### src/rtl/mmu_pkg.sv
// Types and the saturating-add helper used by the MAC processing element.
package mmu_pkg;

  typedef enum logic {
    WS = 1'b0,
    OS = 1'b1
  } pe_mode_e;

  typedef enum logic [1:0] {
    IDLE  = 2'd0,
    ACCUM = 2'd1,
    DRAIN = 2'd2
  } pe_state_e;

  typedef enum logic [1:0] {
    SEL_HOLD = 2'd0,
    SEL_WS   = 2'd1,
    SEL_ACC  = 2'd2,
    SEL_FWD  = 2'd3
  } psum_sel_e;

  // Widths up to this value leave headroom in the 64-bit working sum.
  localparam int unsigned SAT_MAX_WIDTH = 62;

  typedef struct packed {
    logic [63:0] sum;
    logic        ovf;
  } sat_res_t;

  // Operands arrive already sign/zero-extended to 64 bits; the caller keeps
  // the low w bits of sum, so the unclamped case is an implicit modulo wrap.
  function automatic sat_res_t sat_add_fn(input logic [63:0] a,
                                          input logic [63:0] b,
                                          input int unsigned w,
                                          input logic        sgn,
                                          input logic        clamp);
    logic [63:0] full;
    logic [63:0] hi;
    logic [63:0] lo;
    sat_res_t    r;
    full = a + b;
    if (sgn) begin
      hi    = (64'd1 << (w - 1)) - 64'd1;
      lo    = ~hi;
      r.ovf = ($signed(full) > $signed(hi)) || ($signed(full) < $signed(lo));
    end else begin
      hi    = (64'd1 << w) - 64'd1;
      lo    = '0;
      r.ovf = (full > hi);
    end
    r.sum = full;
    if (r.ovf && clamp) begin
      r.sum = (sgn && full[63]) ? lo : hi;
    end
    return r;
  endfunction

endpackage

### src/rtl/sat_add.sv
// Combinational add with optional clamp and overflow flag, signed or unsigned.
module sat_add
  import mmu_pkg::*;
#(
  parameter int unsigned WIDTH    = 40,
  parameter bit          SATURATE = 1'b1
) (
  input  logic [WIDTH-1:0] a,
  input  logic [WIDTH-1:0] b,
  input  logic             sgn,
  output logic [WIDTH-1:0] sum,
  output logic             ovf
);

  logic [63:0] a_ext;
  logic [63:0] b_ext;
  sat_res_t    res;

  always_comb begin
    if (sgn) begin
      a_ext = 64'($signed(a));
      b_ext = 64'($signed(b));
    end else begin
      a_ext = 64'(a);
      b_ext = 64'(b);
    end
    res = sat_add_fn(a_ext, b_ext, WIDTH, sgn, SATURATE);
    sum = WIDTH'(res.sum);
    ovf = res.ovf;
  end

endmodule

### src/rtl/mac_pe_v2.sv
// Systolic MAC processing element: weight-stationary or output-stationary,
// double-buffered weights, saturating accumulate, psum forward/drain chain.
module mac_pe_v2
  import mmu_pkg::*;
#(
  parameter  int unsigned DATA_WIDTH = 16,
  parameter  int unsigned GUARD_BITS = 8,
  parameter  int unsigned SATURATE   = 1,
  localparam int unsigned PSUM_WIDTH = 2 * DATA_WIDTH + GUARD_BITS
) (
  input  logic                  clk,
  input  logic                  rstn,
  input  logic                  en_in,
  input  logic [DATA_WIDTH-1:0] in,
  input  logic                  mode_in,
  input  logic                  sign_in,
  input  logic                  w_wen_in,
  input  logic [DATA_WIDTH-1:0] w_in,
  input  logic                  w_swap_in,
  input  logic [PSUM_WIDTH-1:0] psum_in,
  input  logic                  psum_vld_in,
  input  logic                  acc_clr_in,
  input  logic                  drain_in,
  output logic                  en_out,
  output logic [DATA_WIDTH-1:0] pass_out,
  output logic                  w_wen_out,
  output logic [DATA_WIDTH-1:0] w_out,
  output logic                  w_swap_out,
  output logic                  drain_out,
  output logic [PSUM_WIDTH-1:0] psum_out,
  output logic                  psum_vld_out,
  output logic                  ovf_out
);

  localparam int unsigned PROD_WIDTH = 2 * DATA_WIDTH;

  logic [DATA_WIDTH-1:0]        shadow;
  logic [DATA_WIDTH-1:0]        active;
  logic [PSUM_WIDTH-1:0]        acc;
  logic signed [PROD_WIDTH-1:0] prod_s;
  logic [PROD_WIDTH-1:0]        prod_u;
  logic [PSUM_WIDTH-1:0]        product;
  logic [PSUM_WIDTH-1:0]        acc_base;
  logic [PSUM_WIDTH-1:0]        acc_sum;
  logic [PSUM_WIDTH-1:0]        acc_next;
  logic [PSUM_WIDTH-1:0]        ws_sum;
  logic [PSUM_WIDTH-1:0]        os_sum;
  logic [PSUM_WIDTH-1:0]        psum_next;
  logic                         ws_ovf;
  logic                         os_ovf;
  logic                         ovf_next;
  logic                         vld_next;
  logic                         acc_zero;
  pe_mode_e                     mode;
  pe_state_e                    state;
  pe_state_e                    state_next;
  psum_sel_e                    sel;

  assign mode = pe_mode_e'(mode_in);

  always_comb begin
    prod_s  = PROD_WIDTH'($signed(in)) * PROD_WIDTH'($signed(active));
    prod_u  = PROD_WIDTH'(in) * PROD_WIDTH'(active);
    product = sign_in ? PSUM_WIDTH'(prod_s) : PSUM_WIDTH'(prod_u);
  end

  // Clear is applied ahead of the adder so clear+enable yields just the product.
  assign acc_base = acc_clr_in ? '0 : acc;

  sat_add #(
    .WIDTH    (PSUM_WIDTH),
    .SATURATE (SATURATE != 0)
  ) u_ws_add (
    .a   (psum_in),
    .b   (product),
    .sgn (sign_in),
    .sum (ws_sum),
    .ovf (ws_ovf)
  );

  sat_add #(
    .WIDTH    (PSUM_WIDTH),
    .SATURATE (SATURATE != 0)
  ) u_os_add (
    .a   (acc_base),
    .b   (product),
    .sgn (sign_in),
    .sum (os_sum),
    .ovf (os_ovf)
  );

  always_comb begin
    state_next = state;
    sel        = SEL_HOLD;
    vld_next   = 1'b0;
    acc_zero   = 1'b0;
    if (mode == OS) begin
      if (drain_in) begin
        state_next = DRAIN;
        sel        = SEL_ACC;
        vld_next   = 1'b1;
        acc_zero   = 1'b1;
      end else begin
        if (psum_vld_in) begin
          sel      = SEL_FWD;
          vld_next = 1'b1;
        end
        case (state)
          IDLE:    state_next = en_in ? ACCUM : IDLE;
          ACCUM:   state_next = ACCUM;
          DRAIN:   state_next = en_in ? ACCUM : IDLE;
          default: state_next = IDLE;
        endcase
      end
    end else begin
      state_next = IDLE;
      if (en_in) begin
        sel      = SEL_WS;
        vld_next = 1'b1;
      end
    end
  end

  always_comb begin
    acc_sum = en_in ? os_sum : acc_base;
    if (mode == OS) begin
      acc_next = acc_zero ? '0 : acc_sum;
      ovf_next = (acc_clr_in ? 1'b0 : ovf_out) | (en_in & os_ovf);
    end else begin
      acc_next = acc_base;
      ovf_next = (acc_clr_in ? 1'b0 : ovf_out) | (en_in & ws_ovf);
    end
    case (sel)
      SEL_WS:  psum_next = ws_sum;
      SEL_ACC: psum_next = acc_sum;
      SEL_FWD: psum_next = psum_in;
      default: psum_next = psum_out;
    endcase
  end

  always_ff @(posedge clk or negedge rstn) begin
    if (!rstn) begin
      state        <= IDLE;
      shadow       <= '0;
      active       <= '0;
      acc          <= '0;
      en_out       <= 1'b0;
      pass_out     <= '0;
      w_wen_out    <= 1'b0;
      w_out        <= '0;
      w_swap_out   <= 1'b0;
      drain_out    <= 1'b0;
      psum_out     <= '0;
      psum_vld_out <= 1'b0;
      ovf_out      <= 1'b0;
    end else begin
      state        <= state_next;
      acc          <= acc_next;
      psum_out     <= psum_next;
      psum_vld_out <= vld_next;
      ovf_out      <= ovf_next;
      en_out       <= en_in;
      w_wen_out    <= w_wen_in;
      w_swap_out   <= w_swap_in;
      drain_out    <= drain_in;
      if (en_in) begin
        pass_out <= in;
      end
      if (w_wen_in) begin
        shadow <= w_in;
        w_out  <= shadow;
      end
      if (w_swap_in) begin
        active <= shadow;
      end
    end
  end

endmodule

### config.mk
export PLATFORM = sky130hd
export DESIGN_NAME = mac_pe_v2
export DESIGN_NICKNAME = d
export VERILOG_FILES = /design/src/rtl/mmu_pkg.sv /design/src/rtl/sat_add.sv /design/src/rtl/mac_pe_v2.sv
export SDC_FILE = /design/constraint.sdc
export NUM_CORES = 1
export LEC_CHECK = 0
export ABC_AREA = 1
export CAP_MARGIN = 25
export CORE_ASPECT_RATIO = 0.7
export CORE_MARGIN = 10
export CORE_UTILIZATION = 30
export CTS_CLUSTER_SIZE = 14
export DETAILED_ROUTE_END_ITERATION = 6
export PLACE_DENSITY_LB_ADDON = 0.1
export SLEW_MARGIN = 0
export SYNTH_ARGS = -nofsm -noshare
export SYNTH_HDL_FRONTEND = slang
export SYNTH_SLANG_ARGS = --single-unit
### constraint.sdc
create_clock -name clk -period 10.9 [get_ports clk]
set_input_delay 1.635 -clock clk [delete_from_list [all_inputs] [get_ports clk]]
set_output_delay 1.635 -clock clk [all_outputs]
set_load 0.02 [all_outputs]
# Word level (Yosys, flattened, before mapping)
# Cells that the tools add are included.
# Widths: inputs -> output; s select.
totals:
  register_bits: 150
op_classes:
  n_bitwise: 4
  reduce_logical: 5
  multipliers: 2
  n_lt_le_gt_ge: 6
  addsub: 2
  mux: 29
  eq_ne: 3
op_table:
  columns: ["operator", "count"]
  rows:
  - ["$mux 40", 11]
  - ["$gt 64x40->1 const B", 4]
  - ["$mux 64", 3]
  - ["$add 64x64->64", 2]
  - ["$lt 64x40->1 const B", 2]
  - ["$pmux 40 s3", 1]
  - ["$mul 16x16->32", 2]
  - ["$mux 1", 11]
  - ["$mux 2", 3]
  - ["$eq 2x2->1 const B", 2]
  - ["$reduce_bool 3->1", 1]
  - ["$and 1x1->1", 2]
  - ["$eq 2x1->1 const B", 1]
  - ["$logic_and 1x1->1", 2]
  - ["$logic_or 1x1->1", 2]
  - ["$or 1x1->1", 2]

# Longest topological paths before layout
# Gate-level depths: netlist (run 1).
depth:
  word_depth: 11
  depth_mapped: 65
  ltp_nobuf: 63

# Modules after synthesis
# A second synthesis (run 1) with hierarchy kept.
unflattened:
  hier_cells: 4421
  hier_area_um2: 30170.2
modules_own_cells:
  columns: ["mod", "instances", "cells_each", "area_per_inst_um2"]
  rows:
  - ["mac_pe_v2", 1, 3163, 23441.2]
  - ["sat_add (u_os_add)", 1, 637, 3485.8]
  - ["sat_add (u_ws_add)", 1, 621, 3243.1]

# Worst setup path after synthesis (run 1)
# No wires, ideal clock.
synth_path:
  kind: "in2reg"
  startpoint: "input port in[3]"
  endpoint: "register psum_out[6]"
  t_arrival_ns: 9.861
  stages: 52
  setup_slack_ns: 0.917
  path_buffers: 3
  setup_ns: 0.122
  path_cell_list: "clkbuf_1 > clkbuf_1 > nand2_1 > fa_1 > inv_1 > fa_1 > fa_1 > inv_1 > fa_1 > inv_1 > fa_1 > inv_1 > fa_1 > inv_1 > ha_1 > nand2_1 > o21ai_0 > a21boi_0 > [... 16 more ...] > nand3_1 > o21ai_1 > nand2_1 > nand2_1 > nand3_1 > nand2_1 > nand2_1 > nand2_1 > nand2_1 > nand2_1 > nand3_2 > nand2_4 > nand3_2 > buf_4 > o21ai_1 > nand3_1 > nand2_1 > a21oi_1"
synth_via:
  elab_chain_len: 10
  elab_cells_between_ends: 24
  cone_classes: "2 x add/sub; 2 x mul; 6 x order compare; 10 x mux; 4 x reduce/logical"
synth_lines:
  columns: ["element", "line", "source"]
  rows:
  - ["start, declared", "mac_pe_v2.sv:14", "input logic [DATA_WIDTH-1:0] in,"]
  - ["$mul 16x16->32 (on tied branches)", "mac_pe_v2.sv:63, mac_pe_v2.sv:62", null]
  - ["$mux 40 (*)", "mac_pe_v2.sv:64", "product = sign_in ? PSUM_WIDTH'(prod_s) : PSUM_WIDTH'(prod_u);"]
  - ["$mux 64 (*)", "sat_add.sv:20", "if (sgn) begin"]
  - ["$add 64x64->64", "mmu_pkg.sv:41", "full = a + b;"]
  - ["$gt 64x40->1 or $lt 64x40->1 (tied branches)", "mmu_pkg.sv:45", "r.ovf = ($signed(full) > $signed(hi)) || ($signed(full) < $signed(lo));"]
  - ["$logic_or 1x1->1", "mmu_pkg.sv:45", null]
  - ["$mux 1", "mmu_pkg.sv:42", "if (sgn) begin"]
  - ["$mux 40", "mmu_pkg.sv:52", "if (r.ovf && clamp) begin"]
  - ["$mux 40", "mac_pe_v2.sv:125", "acc_sum = en_in ? os_sum : acc_base;"]
  - ["$pmux 40 s3 (*)", "mac_pe_v2.sv:133", "case (sel)"]
  - ["end signal, assigned", "mac_pe_v2.sv:159", "psum_out <= psum_next;"]
  - ["end, declared", "mac_pe_v2.sv:30", "output logic [PSUM_WIDTH-1:0] psum_out,"]
# Mark *: on every way between the ends. The rest lies on a longest branch, timed or not.
# A chain may end at the register's enable or synchronous reset.

# Worst setup path in the final report (run 1)
layout_path:
  startpoint: "input port in[9]"
  endpoint: "register psum_out[37]"
# Same word-level chain as after synthesis.

==> impl_results.md, run 1 <==
- Status: complete, no violations
- Clk sinks: 150
- Fillers: 9641
- WS Path Type: input pin to flip-flop
- CTS root buf: clkbuf_16
- Final Net Count: 4871
- HPWL after detailed placement: 76.3 mm
- GRT Resource Usage Total: 17.7%
- Final period util: 95.1%
- Routed Wire Length: 91.0 mm
- Final worst-path setup slack: 533 ps
- Count leader, synth: nand2_1
- Core area: 0.0901 sq mm
- Yosys warning count: 0
- Num CTS Buffers: 17
- Finished Layout Cells: 5439
- Vias in the first global route: 25.4k
- Row count: 92
- Number of max-cap violations: 0
- Largest net degree at the start of global routing: 67
- Crit path max fanout: 7
- Ys flop type: dfrtp_1
- Worst hold path type: flip-flop to flip-flop
- Max Root-Sink Buffers: 2
- Global-route wire length before repair: 145 mm
- Vias/cell: 4.48
- Reg2Reg Depth: 51
- WP data required: 11360 ps
- Routability cong.: 0.850
- Clock Pin Slew Worst Setup and Hold Paths: 80 ps
- Setup slack at placement: -514 ps
- Crit start category: input pin
- Flops & latches, synth: 150
- Post-Syn Area: 0.0273 sq mm
- Post-synth top area cell: fa_1
- Die area: 0.104 sq mm
- Mean Syn Cell Area: 7.13 sq um
- Pins Over Slew Limit: 0
- Async set-reset flop share out of synthesis: 100%
- # DRC: 0
- Worst path max stage delay: 540 ps
- IO Pins: 160
- WHS: 471 ps
- Fraction of final layout cells sized beyond drive strength 1: 11.7%
- Initial antenna violation count: 1
- Post-synth EDFFs: 0
- Final core occ: 37.2%
- Detailed Routing Iterations Pass 1: 5
- Ranking of synthesized cells by area: fa_1 (27%), nand2_1 (14%), dfrtp_1 (14%), inv_1 (12%), ha_1 (10%)
- Initial Utilization: 30.3%
- CTS tree: built
- CP Capture Type: flip-flop
- Clock skew: 19.2 ps
- Top-area cell type share of the netlist area: 27.0%
- Starting DRT DRC Count: 1613
- I/O Buffers: 159
- Top cells by count, synth: nand2_1 (1009), inv_1 (887), fa_1 (368), nor2_1 (240), ha_1 (219)
- P&R area growth vs syn: 22.6%
- CP max stage cell: fa_1
- Max Fclk: 96.5 MHz
- Synth Net Count: 4501
- CTS H-tree depth: 4
- Crit path DAT: 10830 ps
- DIE HEIGHT: 273 microns
- Post-Synthesis Cells: 3832
- Routed len/inst: 16.7 microns
- Detail Route Antenna Nets: 0
- Die width: 381 microns
- Worst-Skew Late Latency: 520 ps
- Minimum clock period: 10370 ps
- Slew Limit Headroom: 36.2%
- Final Hold Vio Count: 0
- Placed cell count: 5397
- Hold depth: 2
- Endpoints failing setup: 0
- Remaining Overflow, GRT: 0
- Library cells used by synthesis: 51
- Most used cell, CP: nand2_1
- Sequential element share of the synthesized area: 13.7%
- Tightest Pin Transition: 957 ps
- Via count: 24.4k
-- worst max-delay path: cells and delay by family --
kind	cells	cell delay, ps
AOI/OAI and AO/OA	11	1850
buffers and inverters	16	2000
adders and majority gates	8	3650
and+or+nand+nor	20	1660
-- logic make-up (layout without fill, tap and decap cells) --
group	after synthesis	in the layout	share of synthesized area [%]
AO/OA/AOI/OAI	492	492	9.69
XOR/XNOR	101	101	3.24
adder cells (fa/ha/maj)	587	587	37.0
buffers and inverters	1049	1432	14.7
flip-flops	150	150	13.7
multiplexers	2	2	0.0733
other	0	2	0
AND/OR/NAND/NOR	1451	1451	21.6
-- per-layer routing --
layer  GRT usage, %  up-vias  share of wire [%]
met2           27.4      395                 42
met3           2.48       44                4.4
li1               -    12300                  -
met1           26.4    11600                 52
met5              0        -              0.013
met4           2.71        2               0.85
-- per-stage QoR --
step	cell area, sq um	setup TNS [ps]
global placement	32500	-25610
detailed placement	32500	-23380
CTS	33100	0
finish	33500	0
floorplan	27300	0
global route	33500	-57.1
-- timing repair --
action / CTS / global route
setup endpoints to repair: 0 / 81
resized for setup: 0 / 78
hold buffers: 0 / 0
buffers inserted: 0 / 5
-- path summary, 6_finish.rpt --
path | end | slack (ps) | from
worst max-delay path | psum_out[37] | 530 | in[9]
worst min-delay path | pass_out[2] | 470 | pass_out[2]
worst max register to register | psum_out[37] | 1310 | active[2]
worst min register to register | pass_out[2] | 470 | pass_out[2]
max in group asynchronous | pass_out[5] | 8660 | rstn
min in group asynchronous | psum_out[34] | 1010 | rstn
-- flip-flops by register name, indices dropped and copies added, names as in the netlist --
register / flops
w_wen_out: 1
active: 16
ovf_out: 1
psum_vld_out: 1
en_out: 1
psum_out: 40
shadow: 16
w_swap_out: 1
w_out: 16
drain_out: 1
pass_out: 16
acc: 40
-- area by class of cell --
type / count / area [sq um] / share of cell area (%)
clock buffers: 21 / 470 / 1.40
repair buffers: 499 / 4440 / 13.2
well taps: 1222 / 1530 / 4.57
multi-input cells: 2633 / 19800 / 59.1
inverters: 901 / 3380 / 10.1
flip-flops and latches: 150 / 3750 / 11.2
diodes: 2 / 5.00 / 0.0149
clock inverters: 11 / 115 / 0.344
-- cells in the final DEF, fill, tap and decap left out, types with 37 or more instances in the layout --
master,n
ha_1,216
o21ai_0,135
buf_4,316
fa_1,366
nand3_1,93
clkdlybuf4s50_1,153
nor2_1,230
nand4_1,43
inv_1,885
o21ai_1,63
xor2_1,64
xnor2_1,37
dfrtp_1,150
nand2_1,998
a21oi_1,203
Power of run 1 is left out: the tool's default activity adds up to more than one toggle a clock period on the data nets, which glitch-free logic cannot reach.
==> run 2, diff against run 1 <==
--- a/config.mk
+++ b/config.mk
@@ -8,7 +8,6 @@
 export ABC_AREA = 1
 export CAP_MARGIN = 25
 export CORE_ASPECT_RATIO = 0.7
-export CORE_MARGIN = 10
 export CORE_UTILIZATION = 30
 export CTS_CLUSTER_SIZE = 14
 export DETAILED_ROUTE_END_ITERATION = 6
==> run 2 against run 1 <==
Against the previous run:
- fmax increased by 0.43%
- critical path type unchanged
- cell count decreased by 1.1%
- final area decreased by 1.7%
- die area decreased by 11%
- non-clock buffer count decreased by 59
- via count decreased by 1.1%
==> impl_results.md, run 2 (synthesized netlist as in run 1, its figures left out) <==
- Status: complete, no violations (unchanged)
- Initial antenna violation count: 2 (was 1)
- Row count: 92 (unchanged)
- HPWL after detailed placement: 74.5 mm (was 76.3 mm)
- CTS tree: built (unchanged)
- Multi-input gate area: 0.0197 sq mm (was 0.0198 sq mm)
- Most used cell, CP: nand2_1 (unchanged)
- Placed cell count: 5342 (was 5397)
- Num CTS Buffers: 17 (unchanged)
- Vias/cell: 4.48 (about the same)
- Core area: 0.0901 sq mm (unchanged)
- Die width: 363 microns (was 381 microns)
- Starting DRT DRC Count: 1657 (was 1613)
- CTS root buf: clkbuf_16 (unchanged)
- Worst path max stage delay: 550 ps (was 540 ps)
- Crit start category: input pin (unchanged)
- Routability cong.: 0.918 (was 0.850)
- Max Root-Sink Buffers: 2 (unchanged)
- Initial Utilization: 30.3% (unchanged)
- Detailed Routing Iterations Pass 1: 7 (was 5)
- Vias in the first global route: 24.7k (was 25.4k)
- WS Path Type: input pin to flip-flop (unchanged)
- Final core occ: 36.5% (was 37.2%)
- Tightest Pin Transition: 970 ps (was 957 ps)
- Crit path DAT: 10760 ps (was 10830 ps)
- CP max stage cell: fa_1 (unchanged)
- Clock skew: 14.2 ps (was 19.2 ps)
- GRT Resource Usage Total: 20.0% (was 17.7%)
- Routed len/inst: 16.5 microns (was 16.7 microns)
- CTS H-tree depth: 4 (unchanged)
- Worst hold path type: flip-flop to flip-flop (unchanged)
- Fillers: 9693 (was 9641)
- Fraction of final layout cells sized beyond drive strength 1: 10.1% (was 11.7%)
- Minimum clock period: 10320 ps (was 10370 ps)
- Die area: 0.0923 sq mm (was 0.104 sq mm)
- Largest net degree at the start of global routing: 85 (was 67)
- CP Capture Type: flip-flop (unchanged)
- Number of max-cap violations: 0 (unchanged)
- Global-route wire length before repair: 142 mm (was 145 mm)
- Detail Route Antenna Nets: 0 (unchanged)
- Via count: 24.1k (was 24.4k)
- Regs by FF count: acc: 40 flops, psum_out: 40 flops (unchanged)
- P&R area growth vs syn: 20.4% (was 22.6%)
- WP data required: 11330 ps (was 11360 ps)
- DIE HEIGHT: 255 microns (was 273 microns)
- Final Net Count: 4812 (was 4871)
- I/O Buffers: 159 (unchanged)
- # DRC: 0 (unchanged)
- Finished Layout Cells: 5379 (was 5439)
- Worst-Skew Late Latency: 510 ps (was 520 ps)
- Final period util: 94.7% (was 95.1%)
- Routed Wire Length: 88.9 mm (was 91.0 mm)
- Clk sinks: 150 (unchanged)
- Reg area: 0.00375 sq mm (unchanged)
- Most common cell after layout, fill and taps aside: nand2_1 (unchanged)
- Crit path max fanout: 8 (was 7)
- Endpoints failing setup: 0 (unchanged)
- Clock Pin Slew Worst Setup and Hold Paths: 80 ps (about the same)
- Max Fclk: 96.9 MHz (was 96.5 MHz)
- Final Hold Vio Count: 0 (unchanged)
- Pins Over Slew Limit: 0 (unchanged)
- IO Pins: 160 (unchanged)
- Remaining Overflow, GRT: 0 (unchanged)
- Slew Limit Headroom: 35.3% (was 36.2%)
- CTS Hold Buffers Added: 0 (unchanged)
- Most frequent cells in the layout: nand2_1 (1005), inv_1 (886), fa_1 (367), buf_4 (261), nor2_1 (236) (was nand2_1 (998), inv_1 (885), fa_1 (366), buf_4 (316), nor2_1 (230))
## run 2: layer usage
| layer | global-route usage (%) | routed length, microns | vias to the layer above |
|---|---|---|---|
| met1 | 30.1 | 46800 | 11500 |
| met3 | 2.92 | 3620 | 36 |
| met2 | 30.7 | 37700 | 383 |
| met5 | 0 | 13 | - |
| li1 | - | - | 12100 |
| met4 | 3.05 | 710 | 2 |
## run 2: per-stage QoR
stage | hold slack [ps] | worst slack, ps | setup TNS, ps | instance area (sq um)
final | 472 | 577 | 0 | 32900
after global routing | 492 | -32.4 | -71.1 | 32900
after CTS | 477 | 250 | 0 | 32700
after detailed placement | 458 | -285 | -15610 | 32100
after global placement | 453 | -297 | -16440 | 32100
after floorplan | 450 | 917 | 0 | 27300
## run 2: worst paths after layout
kind | start | to | slack, ps | cells past startpoint
worst min-delay path | pass_out[0] | pass_out[0] | 470 | 2
min in group asynchronous | rstn | psum_out[34] | 1220 | 1
worst min register to register | pass_out[0] | pass_out[0] | 470 | 2
max in group asynchronous | rstn | pass_out[14] | 8240 | 2
worst max register to register | active[1] | psum_out[30] | 1340 | 48
worst max-delay path | in[6] | psum_out[30] | 580 | 53
## run 2: cell type report
class | instances | share of cell area (%)
repair buffers | 440 | 12.0
inverters | 901 | 10.3
well taps | 1222 | 4.65
diodes | 1 | 0.00760
clock inverters | 14 | 0.407
multi-input cells | 2633 | 60.0
clock buffers | 18 | 1.30
flip-flops and latches | 150 | 11.4
## run 2: critical path: cells and delay by family
family	cells	cell delay, ps
adders and majority gates	8	3700
buffers and inverters	15	2070
and+or+nand+nor	20	1570
AOI/OAI and AO/OA	9	1570
xor gates and xnor gates	1	170
## run 2: what timing repair did
item	4_1_cts	5_1_grt
gates resized for setup	0	51
endpoints found under the setup margin	0	81
setup buffers	0	2
Power of run 2 is left out for the same reason.
==> run 3, diff against run 2 <==
==> constraint.sdc (replaced) <==
create_clock -name clk -period 10.8 [get_ports clk]
set_input_delay 1.62 -clock clk [delete_from_list [all_inputs] [get_ports clk]]
set_output_delay 1.62 -clock clk [all_outputs]
set_load 0.1 [all_outputs]
==> run 3 against run 2 <==
Against the previous run:
- global-route usage increased by 0.20 points
- critical path depth is 2 higher
- setup slack got worse by 32 ps
- routed wire length rose by 0.94%
- final area grew 0.92%
- register-to-register slack gained 30 ps
- cell count increased by 0.56%
==> impl_results.md, run 3 (synthesized netlist as in run 1, its figures left out) <==
- CP Capture Type: flip-flop (unchanged)
- Initial antenna violation count: 3 (was 2)
- Detailed Routing Iterations Pass 1: 5 (was 7)
- WP data required: 11250 ps (was 11330 ps)
- Global-route wire length before repair: 143 mm (was 142 mm)
- Most used cell, CP: nand2_1 (unchanged)
- Die area: 0.0923 sq mm (unchanged)
- DIE HEIGHT: 255 microns (unchanged)
- Most frequent cells in the layout: nand2_1 (1003), inv_1 (886), fa_1 (367), buf_4 (286), nor2_1 (235) (was nand2_1 (1005), inv_1 (886), fa_1 (367), buf_4 (261), nor2_1 (236))
- Num CTS Buffers: 17 (unchanged)
- Final period util: 95.0%
- Crit. Startpoint: in[8] (was in[6])
- Minimum clock period: 10250 ps
- Final core occ: 36.8% (was 36.5%)
- Row count: 92 (unchanged)
- Initial Utilization: 30.3% (unchanged)
- HPWL after detailed placement: 74.9 mm (was 74.5 mm)
- P&R area growth vs syn: 21.5% (was 20.4%)
- Worst Path Buf+Inv: 15 (unchanged)
- Reg2Reg Capture Point: psum_out[9] (was psum_out[30])
- Remaining Overflow, GRT: 0 (unchanged)
- Regs by FF count: acc: 40 flops, psum_out: 40 flops (unchanged)
- WS Path Type: input pin to flip-flop (unchanged)
- Slew Limit Headroom: 26.4% (was 35.3%)
- Endpoints failing setup: 0 (unchanged)
- Vias in the first global route: 24.9k (was 24.7k)
- Fraction of final layout cells sized beyond drive strength 1: 10.8% (was 10.1%)
- Clk sinks: 150 (unchanged)
- Setup TNS: 0 ps (unchanged)
- Final Net Count: 4840 (was 4812)
- Finished Layout Cells: 5409 (was 5379)
- Placed cell count: 5366 (was 5342)
- CTS root buf: clkbuf_16 (unchanged)
- Crit path max fanout: 8 (unchanged)
- Routed Wire Length: 89.7 mm (was 88.9 mm)
- Routability cong.: 0.874 (was 0.918)
- R2r startpoint: active[1] (unchanged)
- Crit start category: input pin (unchanged)
- Starting DRT DRC Count: 1494 (was 1657)
- Delay-heaviest family, CP: adder cells (unchanged)
- CTS tree: built (unchanged)
- Die width: 363 microns (unchanged)
- R2r setup slk: 1370 ps (was 1340 ps)
- Status: complete, no violations (unchanged)
- Setup crit end: psum_out[9] (was psum_out[30])
- Worst path max stage delay: 550 ps (about the same)
- Worst hold path type: flip-flop to flip-flop (unchanged)
- Min-delay src: pass_out[1] (was pass_out[0])
- GRT Resource Usage Total: 20.2% (was 20.0%)
- Tightest Pin Transition: 1100 ps (was 970 ps)
- Crit path depth: 55 (was 53)
- Core area: 0.0901 sq mm (unchanged)
- Detail Route Antenna Nets: 0 (unchanged)
- Crit path DAT: 10700 ps (was 10760 ps)
- Largest net degree at the start of global routing: 95 (was 85)
- CTS H-tree depth: 4 (unchanged)
- IO Pins: 160 (unchanged)
- Clock Pin Slew Worst Setup and Hold Paths: 80 ps (about the same)
- Via count: 24.3k (was 24.1k)
- Reg2Reg Depth: 46 (was 48)
- Max Root-Sink Buffers: 2 (unchanged)
- Max Fclk: 97.5 MHz
- Most common cell after layout, fill and taps aside: nand2_1 (unchanged)
- Pins Over Slew Limit: 0 (unchanged)
- Clock skew: 26.2 ps (was 14.2 ps)
- Number of max-cap violations: 0 (unchanged)
- RSZ-0062 raised after global routing: false
- CP max stage cell: fa_1 (unchanged)
- I/O Buffers: 159 (unchanged)
- Routed len/inst: 16.6 microns (was 16.5 microns)
- Worst-Skew Late Latency: 530 ps (was 510 ps)
- Vias/cell: 4.49 (was 4.48)
- # DRC: 0 (unchanged)
- Final Hold Vio Count: 0 (unchanged)
## run 3: cell count changes in the layout (fill, tap and decap cells not counted), sizes merged
cell,delta
buf,+28
inv,-5
clkinv,+3
diode,+3
bufinv,+1
clkbuf,+1
clkinvlp,-1
## run 3: worst min-delay path by stage
stage | to | cells past startpoint
5_1_grt | pass_out[10] | 2
6_report | pass_out[1] | 2
4_1_cts | pass_out[0] | 2
2_1_floorplan | active[15] | 2
3_3_place_gp | pass_out[0] | 2
3_5_place_dp | pass_out[0] | 2
## run 3: repair_timing
action,CTS,global route
hold endpoints to repair,0,0
pin swaps,0,15
setup endpoints to repair,1,81
resized for setup,1,66
buffers inserted,0,5
hold buffers,0,0
cloned,0,2
## run 3: per-layer routing
metal,vias to the layer above,global-route usage (%),routed length [microns]
met5,-,0,13
met4,2,3.42,818
met3,38,3.31,4180
li1,12200,-,-
met2,393,30.3,37500
met1,11600,30.6,47200
## run 3: worst reg2reg max path: cells and delay by family, from the launching register on
family / cells / cell delay (ps)
buffers and inverters: 11 / 1420
DFF: 1 / 980
adders and majority gates: 8 / 3600
AOI/OAI and AO/OA: 12 / 1920
and+or+nand+nor: 15 / 1430
## run 3: layout make-up
cell class                      count  area (sq um)
Antenna cell                        4          10.0
Clock buffer                       19           433
Clock inverter                     12           120
Fill cell                        9701         56900
Inverter                          901          3380
Multi-Input combinational cell   2633         19800
Sequential cell                   150          3750
Tap cell                         1222          1530
Timing Repair Buffer              468          4200
## run 3: through the flow
step,hold slack [ps],cell area (sq um),worst slack (ps)
after floorplan,450,27300,831
after global placement,455,32300,-505
after detailed placement,458,32300,-560
after CTS,478,32800,95.2
after global routing,500,33200,12.6
final,472,33200,545
Power of run 3 is left out for the same reason.
